--- config.mk ---
export PLATFORM = sky130hd
export DESIGN_NAME = cache_bus_arbiter_flat
export DESIGN_NICKNAME = d
export VERILOG_FILES = /design/src/rtl/cache_bus_arbiter_pkg.sv /design/src/rtl/cache_bus_arbiter_if.sv /design/src/rtl/cache_bus_arb_pick.sv /design/src/rtl/cache_bus_arbiter.sv /design/src/flat_wrapper.sv
export SDC_FILE = /design/constraint.sdc
export NUM_CORES = 1
export LEC_CHECK = 0
export CAP_MARGIN = 25
export CORE_AREA = 2 2 137 139
export CTS_CLUSTER_SIZE = 10
export DETAILED_ROUTE_END_ITERATION = 6
export DIE_AREA = 0 0 139 141
export MAX_ROUTING_LAYER = met4
export PLACE_DENSITY_LB_ADDON = 0.05
export SYNTH_ARGS = -nofsm -noshare
export SYNTH_HDL_FRONTEND = slang
export SYNTH_SLANG_ARGS = --single-unit
--- constraint.sdc ---
create_clock -name clk -period 2.1 [get_ports clk]
set_input_delay 0.42 -clock clk [delete_from_list [all_inputs] [get_ports clk]]
set_output_delay 0.42 -clock clk [all_outputs]
set_load 0.01 [all_outputs]
--- src/rtl/cache_bus_arbiter_pkg.sv ---
// Shared cache-bus types and arbiter state encoding for cache_bus_arbiter.
package cache_bus_arbiter_pkg;

   localparam int DEFAULT_REQ_CNT = 2;

   typedef struct packed {
      logic        valid;
      logic        write;
      logic        cached;
      logic [31:0] addr;
      logic [7:0]  burst_size;
      logic [1:0]  data_size;
      logic [31:0] w_data;
      logic [3:0]  w_strb;
   } cache_bus_req_t;

   typedef struct packed {
      logic        ready;
      logic        data_ok;
      logic        data_last;
      logic [31:0] r_data;
   } cache_bus_resp_t;

   typedef enum logic [2:0] {
      ARB_IDLE = 3'b001,
      ARB_ADDR = 3'b010,
      ARB_DATA = 3'b100
   } cache_arb_fsm_t;

   // Value driven downstream whenever no requester owns the bus.
   function automatic cache_bus_req_t idle_req();
      cache_bus_req_t r;
      r = '0;
      r.data_size = 2'b10;
      return r;
   endfunction

   function automatic int idx_width(int n);
      return (n > 1) ? $clog2(n) : 1;
   endfunction

endpackage

--- src/rtl/cache_bus_arbiter_if.sv ---
// Requester-side and downstream cache-bus signals shared by the arbiter.
interface cache_bus_arbiter_if #(parameter int REQ_CNT = 2);
   import cache_bus_arbiter_pkg::*;

   cache_bus_req_t    req_i [REQ_CNT];
   cache_bus_resp_t   resp_o [REQ_CNT];
   logic [REQ_CNT-1:0] busy_o;
   cache_bus_req_t    bus_req_o;
   cache_bus_resp_t   bus_resp_i;

   modport master (input req_i, bus_resp_i, output resp_o, busy_o, bus_req_o);
   modport slave  (output req_i, bus_resp_i, input resp_o, busy_o, bus_req_o);

endinterface

--- src/rtl/cache_bus_arb_pick.sv ---
// Combinational picker: the lowest set bit at or after ptr (wrapping) wins.
module cache_bus_arb_pick #(
   parameter int N     = 2,
   parameter int IDX_W = 1
) (
   input  logic [N-1:0]     valid,
   input  logic [IDX_W-1:0] ptr,
   output logic             any,
   output logic [IDX_W-1:0] winner
);

   logic [2*N-1:0] dbl;
   logic [N-1:0]   rot;

   assign dbl = {valid, valid};
   assign rot = N'(dbl >> ptr);

   // Scan downwards so the entry nearest the pointer is assigned last.
   always_comb begin
      any    = |valid;
      winner = '0;
      for (int i = N - 1; i >= 0; i--) begin
         if (rot[i]) winner = IDX_W'((int'(ptr) + i) % N);
      end
   end

endmodule

--- src/rtl/cache_bus_arbiter.sv ---
// Grants the downstream cache bus to one requester for a whole transaction.
// Define CACHE_BUS_ARB_RR_EN for round-robin; otherwise highest index wins.
module cache_bus_arbiter
   import cache_bus_arbiter_pkg::*;
#(
   parameter int REQ_CNT = DEFAULT_REQ_CNT
) (
   input logic clk,
   input logic rst_n,
   cache_bus_arbiter_if.master bus
);

   localparam int IDX_W = idx_width(REQ_CNT);

   cache_arb_fsm_t     state_q;
   logic [IDX_W-1:0]   owner_q;
   logic [REQ_CNT-1:0] valids;
   logic [REQ_CNT-1:0] pick_valid;
   logic [IDX_W-1:0]   pick_ptr;
   logic [IDX_W-1:0]   pick_idx;
   logic [IDX_W-1:0]   winner;
   logic               any_valid;

   always_comb begin
      for (int k = 0; k < REQ_CNT; k++) valids[k] = bus.req_i[k].valid;
   end

`ifdef CACHE_BUS_ARB_RR_EN
   logic [IDX_W-1:0] rr_q;

   assign pick_valid = valids;
   assign pick_ptr   = rr_q;
   assign winner     = pick_idx;
`else
   // Fixed priority reuses the picker on a bit-reversed request vector.
   always_comb begin
      for (int k = 0; k < REQ_CNT; k++) pick_valid[k] = valids[REQ_CNT-1-k];
   end
   assign pick_ptr = '0;
   assign winner   = IDX_W'(REQ_CNT - 1) - pick_idx;
`endif

   cache_bus_arb_pick #(.N(REQ_CNT), .IDX_W(IDX_W)) u_pick (
      .valid  (pick_valid),
      .ptr    (pick_ptr),
      .any    (any_valid),
      .winner (pick_idx)
   );

   always_ff @(posedge clk) begin
      if (!rst_n) begin
         state_q <= ARB_IDLE;
         owner_q <= '0;
`ifdef CACHE_BUS_ARB_RR_EN
         rr_q    <= '0;
`endif
      end else begin
         case (state_q)
            ARB_IDLE: if (any_valid) begin
               owner_q <= winner;
               state_q <= ARB_ADDR;
`ifdef CACHE_BUS_ARB_RR_EN
               rr_q    <= (int'(winner) == REQ_CNT - 1) ? '0 : winner + 1'b1;
`endif
            end
            ARB_ADDR: if (bus.bus_resp_i.ready) state_q <= ARB_DATA;
            ARB_DATA: if (bus.bus_resp_i.data_ok && bus.bus_resp_i.data_last) state_q <= ARB_IDLE;
            default:  state_q <= ARB_IDLE;
         endcase
      end
   end

   // Outputs are forced quiet while rst_n is low so nothing leaks before state settles.
   always_comb begin
      bus.bus_req_o = idle_req();
      bus.busy_o    = '0;
      for (int k = 0; k < REQ_CNT; k++) bus.resp_o[k] = '0;
      if (rst_n) begin
         for (int k = 0; k < REQ_CNT; k++) begin
            if (state_q == ARB_IDLE) bus.busy_o[k] = any_valid && (winner != IDX_W'(k));
            else                     bus.busy_o[k] = (owner_q != IDX_W'(k));
         end
         case (state_q)
            ARB_ADDR: begin
               bus.bus_req_o             = bus.req_i[owner_q];
               bus.resp_o[owner_q].ready = bus.bus_resp_i.ready;
            end
            ARB_DATA: begin
               bus.bus_req_o       = bus.req_i[owner_q];
               bus.bus_req_o.valid = 1'b0;
               bus.resp_o[owner_q] = bus.bus_resp_i;
            end
            default: ;
         endcase
      end
   end

endmodule

--- src/flat_wrapper.sv ---
// flat-port wrapper written by rule: the top's interface ports become plain ports
module cache_bus_arbiter_flat import cache_bus_arbiter_pkg::*;
#(
   parameter int REQ_CNT = DEFAULT_REQ_CNT
)
  (clk, rst_n, bus_req_i, bus_bus_resp_i, bus_resp_o, bus_busy_o, bus_bus_req_o);
  cache_bus_arbiter_if #(.REQ_CNT(REQ_CNT)) bus_i ();
  input logic clk;
  input logic rst_n;
  input wire logic [$bits(bus_i.req_i)-1:0] bus_req_i;
  input wire logic [$bits(bus_i.bus_resp_i)-1:0] bus_bus_resp_i;
  output wire logic [$bits(bus_i.resp_o)-1:0] bus_resp_o;
  output wire logic [$bits(bus_i.busy_o)-1:0] bus_busy_o;
  output wire logic [$bits(bus_i.bus_req_o)-1:0] bus_bus_req_o;
  assign bus_i.req_i = {>>{bus_req_i}};
  assign bus_i.bus_resp_i = bus_bus_resp_i;
  assign bus_resp_o = {>>{bus_i.resp_o}};
  assign bus_busy_o = bus_i.busy_o;
  assign bus_bus_req_o = bus_i.bus_req_o;
  cache_bus_arbiter #(.REQ_CNT(REQ_CNT)) u_core (.clk(clk), .rst_n(rst_n), .bus(bus_i));
endmodule
==> Word-level counts from Yosys, hierarchy flattened <==
Index checks and enable logic that the tools add are counted.
{ "classes": {"mux": 20, "eq_ne": 6, "order_cmp": 2, "reduce_logical": 7, "n_addsub": 1, "bitwise": 5} }
{ "op_table": {"columns": ["op", "count"], "rows": [
  ["$mux W81", 4],
  ["$pmux W81 S2", 1],
  ["$and A70 B70 Y70", 2],
  ["$pmux W70 S2", 1],
  ["$demux W35 S1", 2],
  ["$mux W35", 2],
  ["$mux W70", 1],
  ["$mux W3", 3],
  ["$pmux W3 S3", 1],
  ["$logic_and A1 B1 Y1", 4],
  ["$mux W1", 4],
  ["$ne A2 B1 Y1 const B", 2],
  ["$eq A3 B1 Y1 const B", 1],
  ["$eq A3 B2 Y1 const B", 1],
  ["$eq A3 B3 Y1 const B", 1],
  ["$reduce_and A3 Y1", 1],
  ["$ge A2 B2 Y1 const B", 1],
  ["$lt A2 B1 Y1 const B", 1],
  ["$mux W2", 1],
  ["$ne A2 B2 Y1 const B", 1],
  ["$not A1 Y1", 2],
  ["$not A1 Y2", 1],
  ["$reduce_and A2 Y1", 1],
  ["$reduce_or A2 Y1", 1],
  ["$sub A1 B1 Y1 const A", 1]
]} }
{ "word_totals": {"reg_bits": 4, "output_inout_bits": 153, "elab_cells": 43, "in_bits": 199} }

==> Logic depth before layout (Yosys ltp) <==
{ "depth": {"depth_word": 8, "mapped_depth": 5, "mapped_depth_nobuf": 3} }

==> Modules after synthesis <==
From an unflattened synthesis, not the netlist that was laid out.
{ "hier_totals": {"hier_cells": 294, "hier_area_um2": 2008.2} }
{ "modules_own_cells": {"columns": ["mod", "seq_area_each_um2", "cells_each", "area_each_um2", "n_inst"], "rows": [
  ["cache_bus_arbiter", 80.1, 291, 1990.7, 1],
  ["cache_bus_arb_pick", 0.0, 3, 17.5, 1]
]} }

==> Least setup slack after synthesis <==
No wires, ideal clock.
{ "synth_path": {"path_type": "register to output", "start": "register u_core.state_q[2]", "end": "output port bus_bus_req_o[0]", "path_stages_with_launch": 5, "arrival_time_ns": 1.187, "required_time_ns": 1.680, "path_slack_ns": 0.493, "path_buffers": 1, "path_cell_list": "dfxtp_1 and2b_2 o21ai_4 buf_8 nor2_1"} }
{ "synth_via": {"elab_chain_cells": 3, "elab_cells_between_ends": 4, "cone_classes": "2 x eq/ne; 2 x mux"} }
{ "synth_rtl": {"columns": ["item", "line", "rtl"], "rows": [
  ["start: declaration", "cache_bus_arbiter.sv:15", "cache_arb_fsm_t state_q;"],
  ["start signal: assignment", "cache_bus_arbiter.sv:52", "state_q <= ARB_IDLE;"],
  ["start signal: assignment", "cache_bus_arbiter.sv:61", "state_q <= ARB_ADDR;"],
  ["start signal: assignment", "cache_bus_arbiter.sv:66", "ARB_ADDR: if (bus.bus_resp_i.ready) state_q <= ARB_DATA;"],
  ["$eq A3 B3 Y1 or $eq A3 B2 Y1 (tied branches)", "cache_bus_arbiter.sv:83", "case (state_q)"],
  ["$pmux W81 S2 *", "cache_bus_arbiter.sv:83", null],
  ["$mux W81 *", "cache_bus_arbiter.sv:78", "if (rst_n) begin"],
  ["end: declaration", "flat_wrapper.sv:14", "output wire logic [$bits(bus_i.bus_req_o)-1:0] bus_bus_req_o;"]
]} }
Mark *: on every way between the ends. The rest lies on a longest branch, timed or not.

==> Worst setup path after layout <==
{ "layout_path": {"start": "register u_core.state_q[0]", "end": "output port bus_bus_req_o[0]"} }
Same word-level chain as after synthesis.

==> metrics.yaml <==
setup_path:
  worstPathRequired_ns: 1.68
  critPathBufInv: 6
  crit_top_cell: "buf_12"
  reg2reg_to: "u_core.state_q[2]"
  rr_worst_depth: 5
  cp_top_family: "buffers and inverters"
  rrSetupSlack_ns: 0.93
  start_kind: "flop"
  crit_slowest_cell: "dfxtp_2"
  path_max_fanout: 6
  cp.arrival_ns: 1.67
  rr_startpoint: "u_core.state_q[0]"
  worstSetupPathType: "reg2out"
  cpPeakStageDelay_ns: 0.33
  cp-end-kind: "output pin"
  cp_cell_sequence: "and2b_2 > buf_6 > o21ai_4 > buf_12 > buf_12 > buf_16 > buf_8 > nor2_2 > buf_2"
worst_hold_path:
  min_path_type: "reg2reg"
  hold_depth: 2
  hold_end: "u_core.state_q[1]"
  hp-start: "u_core.state_q[2]"
timing:
  whs_ns: 0.5700
  worst_pin_slew_ns: 0.3026
  period_share_pct: 99.75
  finalSetupViolCount: 0
  hold_violations: 0
  drv_slew: 0
  grt_setup_unrepaired: "yes"
  period_needed_ns: 2.095
  relSlewSlack_pct: 79.62
  clock.fmax_mhz: 477.4
  fin_skew_ns: 0.002732
  finalWorstSetupSlack_ns: 0.005170
yosys:
  syn_area_um2: 2054
  synth.distinct_cells: 33
  seq_area_frac_synth_pct: 3.898
  yosys_register_bits: 4
  synth.avg_cell_area_um2: 7.158
  ys_warn_count: 0
  syn_nets: 486
  syn_inst: 287
cts:
  htreeDepth: 1
  cts_tree: "yes"
  clock_sinks: 4
  clockBufferDepth: 2
  worstSkewPairLatency_ns: 0.22
  root_buffer: "clkbuf_16"
  ctsHoldBuffers: 0
  numCtsBuffers: 3
  clk_pin_slew_ns: 0.03
detailed_routing:
  vias: 3454
  drc: 0
  drt_pass1_iterations: 6
  routed_wl_um: 13640
  vias_per_cell: 3.846
  wl_per_cell_um: 15.19
  ant_nets: 0
  drt-initial-drc-count: 49
floorplanning:
  fp.dieH_um: 141
  die-area_um2: 19600
  initial_core_util_pct: 11.25
  core_area_um2: 18270
  fp.dieW_um: 139
  io_pins: 352
  row_count: 50
job:
  cap_viol_max_count: 0
global_routing:
  grt.total_usage_pct: 12.97
  grt_max_degree: 36
  antenna_found_initial: 0
  overflow: 0
  grt_first_pass_wirelength_um: 19500
  grt_pass1_vias: 3411
layout:
  areaGrowthSynthToFinish_pct: 190.6
  finalNonFillerCells: 898
  drive_above_1_share_pct: 35.84
  final_nets: 864
  diodes: 0
  postLayoutCoreUtil_pct: 32.68
pwr:
  p_per_area_nw_per_um2: 231.2
  leakage_nw: 2.854
  vdd_drop_max_mv: 0.2603
run_status:
  status: "complete, no violations"
placed_design:
  dpl.cell_count: 866
  finalWeightedCongestion: 0.7888
  post-place-ws_ns: -0.5445
  hpwl_um: 10330
  port_buffers: 351
## layer usage
layer	up-vias	part of all wire, %	global-route usage (%)	wire length (µm)
met2	194	57	26.19	7750
met1	1540	35	12.99	4798
met3	4	7.4	2.989	1006
li1	1716	-	-	-
met5	-	0	-	0
met4	0	0.63	1.435	86
## placed cells by master (no fill, tap or decap), types with 5 or more instances in the layout
cell | netlist | final
and2_1 | 69 | 60
and2_4 | 0 | 9
buf_12 | 0 | 11
buf_16 | 0 | 12
buf_2 | 6 | 134
buf_4 | 4 | 14
buf_6 | 7 | 13
clkbuf_16 | 0 | 6
clkdlybuf4s50_1 | 0 | 197
dlygate4sd2_1 | 0 | 5
mux2i_1 | 81 | 81
nor2_1 | 77 | 67
nor2_2 | 4 | 13
## flip-flops by register name (all words and copies together) (netlist names)
register and count:
u_core.owner_q 1, u_core.state_q 3
## synthesized netlist by cell type
master	count	share of area [%]
a211o_2	1	0.49
o21a_1	1	0.37
nor3_1	1	0.24
buf_2	6	1.5
a31o_2	1	0.43
o211a_1	1	0.49
nor3b_1	1	0.37
nor3b_2	2	1.2
o2111a_1	1	0.55
and2_1	69	21
nand2_1	1	0.18
nor2b_1	2	0.61
a32oi_1	1	0.43
or2_2	1	0.30
buf_4	4	1.5
buf_8	1	0.73
nor3_2	1	0.49
nor2_1	77	14
nand2b_1	2	0.61
mux2i_1	81	39
dfxtp_1	4	3.9
or2b_2	1	0.43
buf_6	7	3.8
a22oi_1	1	0.37
and3b_1	1	0.43
and2b_2	2	0.85
clkbuf_2	6	1.5
a21oi_1	1	0.24
and3_4	1	0.55
o21ai_4	1	0.79
and2b_1	2	0.73
o21ai_0	1	0.24
nor2_2	4	1.2
## timing repair
item / in CTS / in global routing
setup buffers: 17 / 3
gates resized for setup: 581 / 77
pin swaps: 6 / 9
cloned: 11 / 2
endpoints found under the setup margin: 153 / 108
## layout make-up
cell class	count	area (µm²)
clock buffers	4	78.83
fillers	1969	12300
multi-input cells	259	1866
flip-flops and latches	4	87.58
well taps	234	292.8
repair buffers	397	3645
## worst register-to-register path, cell delays in order (launching register included)
cell and delay, ns:
dfxtp_2 0.33, and2b_2 0.24, buf_6 0.12, buf_4 0.12, buf_4 0.13, o211a_1 0.11
## metrics by stage
stage	area (µm²)	power, W	TNS (ns)
2_1_floorplan	2054	0.0004942	0
3_3_place_gp	5903	0.001026	-70.64
3_5_place_dp	5903	0.001034	-72.40
4_1_cts	6071	0.001383	-0.3798
5_1_grt	5969	0.001467	-0.1409
6_report	5969	0.001380	0
## power by group
| part | switching (W) | internal [W] | total [W] |
|---|---|---|---|
| sequential | 0.0000148 | 0.0000871 | 0.000102 |
| clock | 0.0000509 | 0.000250 | 0.000301 |
| combinational | 0.000340 | 0.000637 | 0.000977 |
## worst max path at each step
stage	start	end	slack, ns	cells past startpoint
after floorplan	u_core.state_q[2]	bus_bus_req_o[0]	0.49	4
after global placement	rst_n	bus_resp_o[64]	-0.51	6
after detailed placement	rst_n	bus_resp_o[24]	-0.54	6
after CTS	u_core.state_q[0]	bus_resp_o[18]	-0.06	8
after global routing	u_core.state_q[0]	bus_bus_req_o[0]	-0.06	9
final	u_core.state_q[0]	bus_bus_req_o[0]	0.005	9
## cells by family (layout without fill, tap and decap cells)
| kind of cell | after synthesis | in the layout | share of synthesized area (%) |
|---|---|---|---|
| flip-flops | 4 | 4 | 3.898 |
| AND/OR/NAND/NOR | 168 | 168 | 43.30 |
| buffers and inverters | 24 | 401 | 8.953 |
| multiplexers | 81 | 81 | 39.46 |
| AO/OA/AOI/OAI | 10 | 10 | 4.385 |
Power figures use the tool's default switching activity.
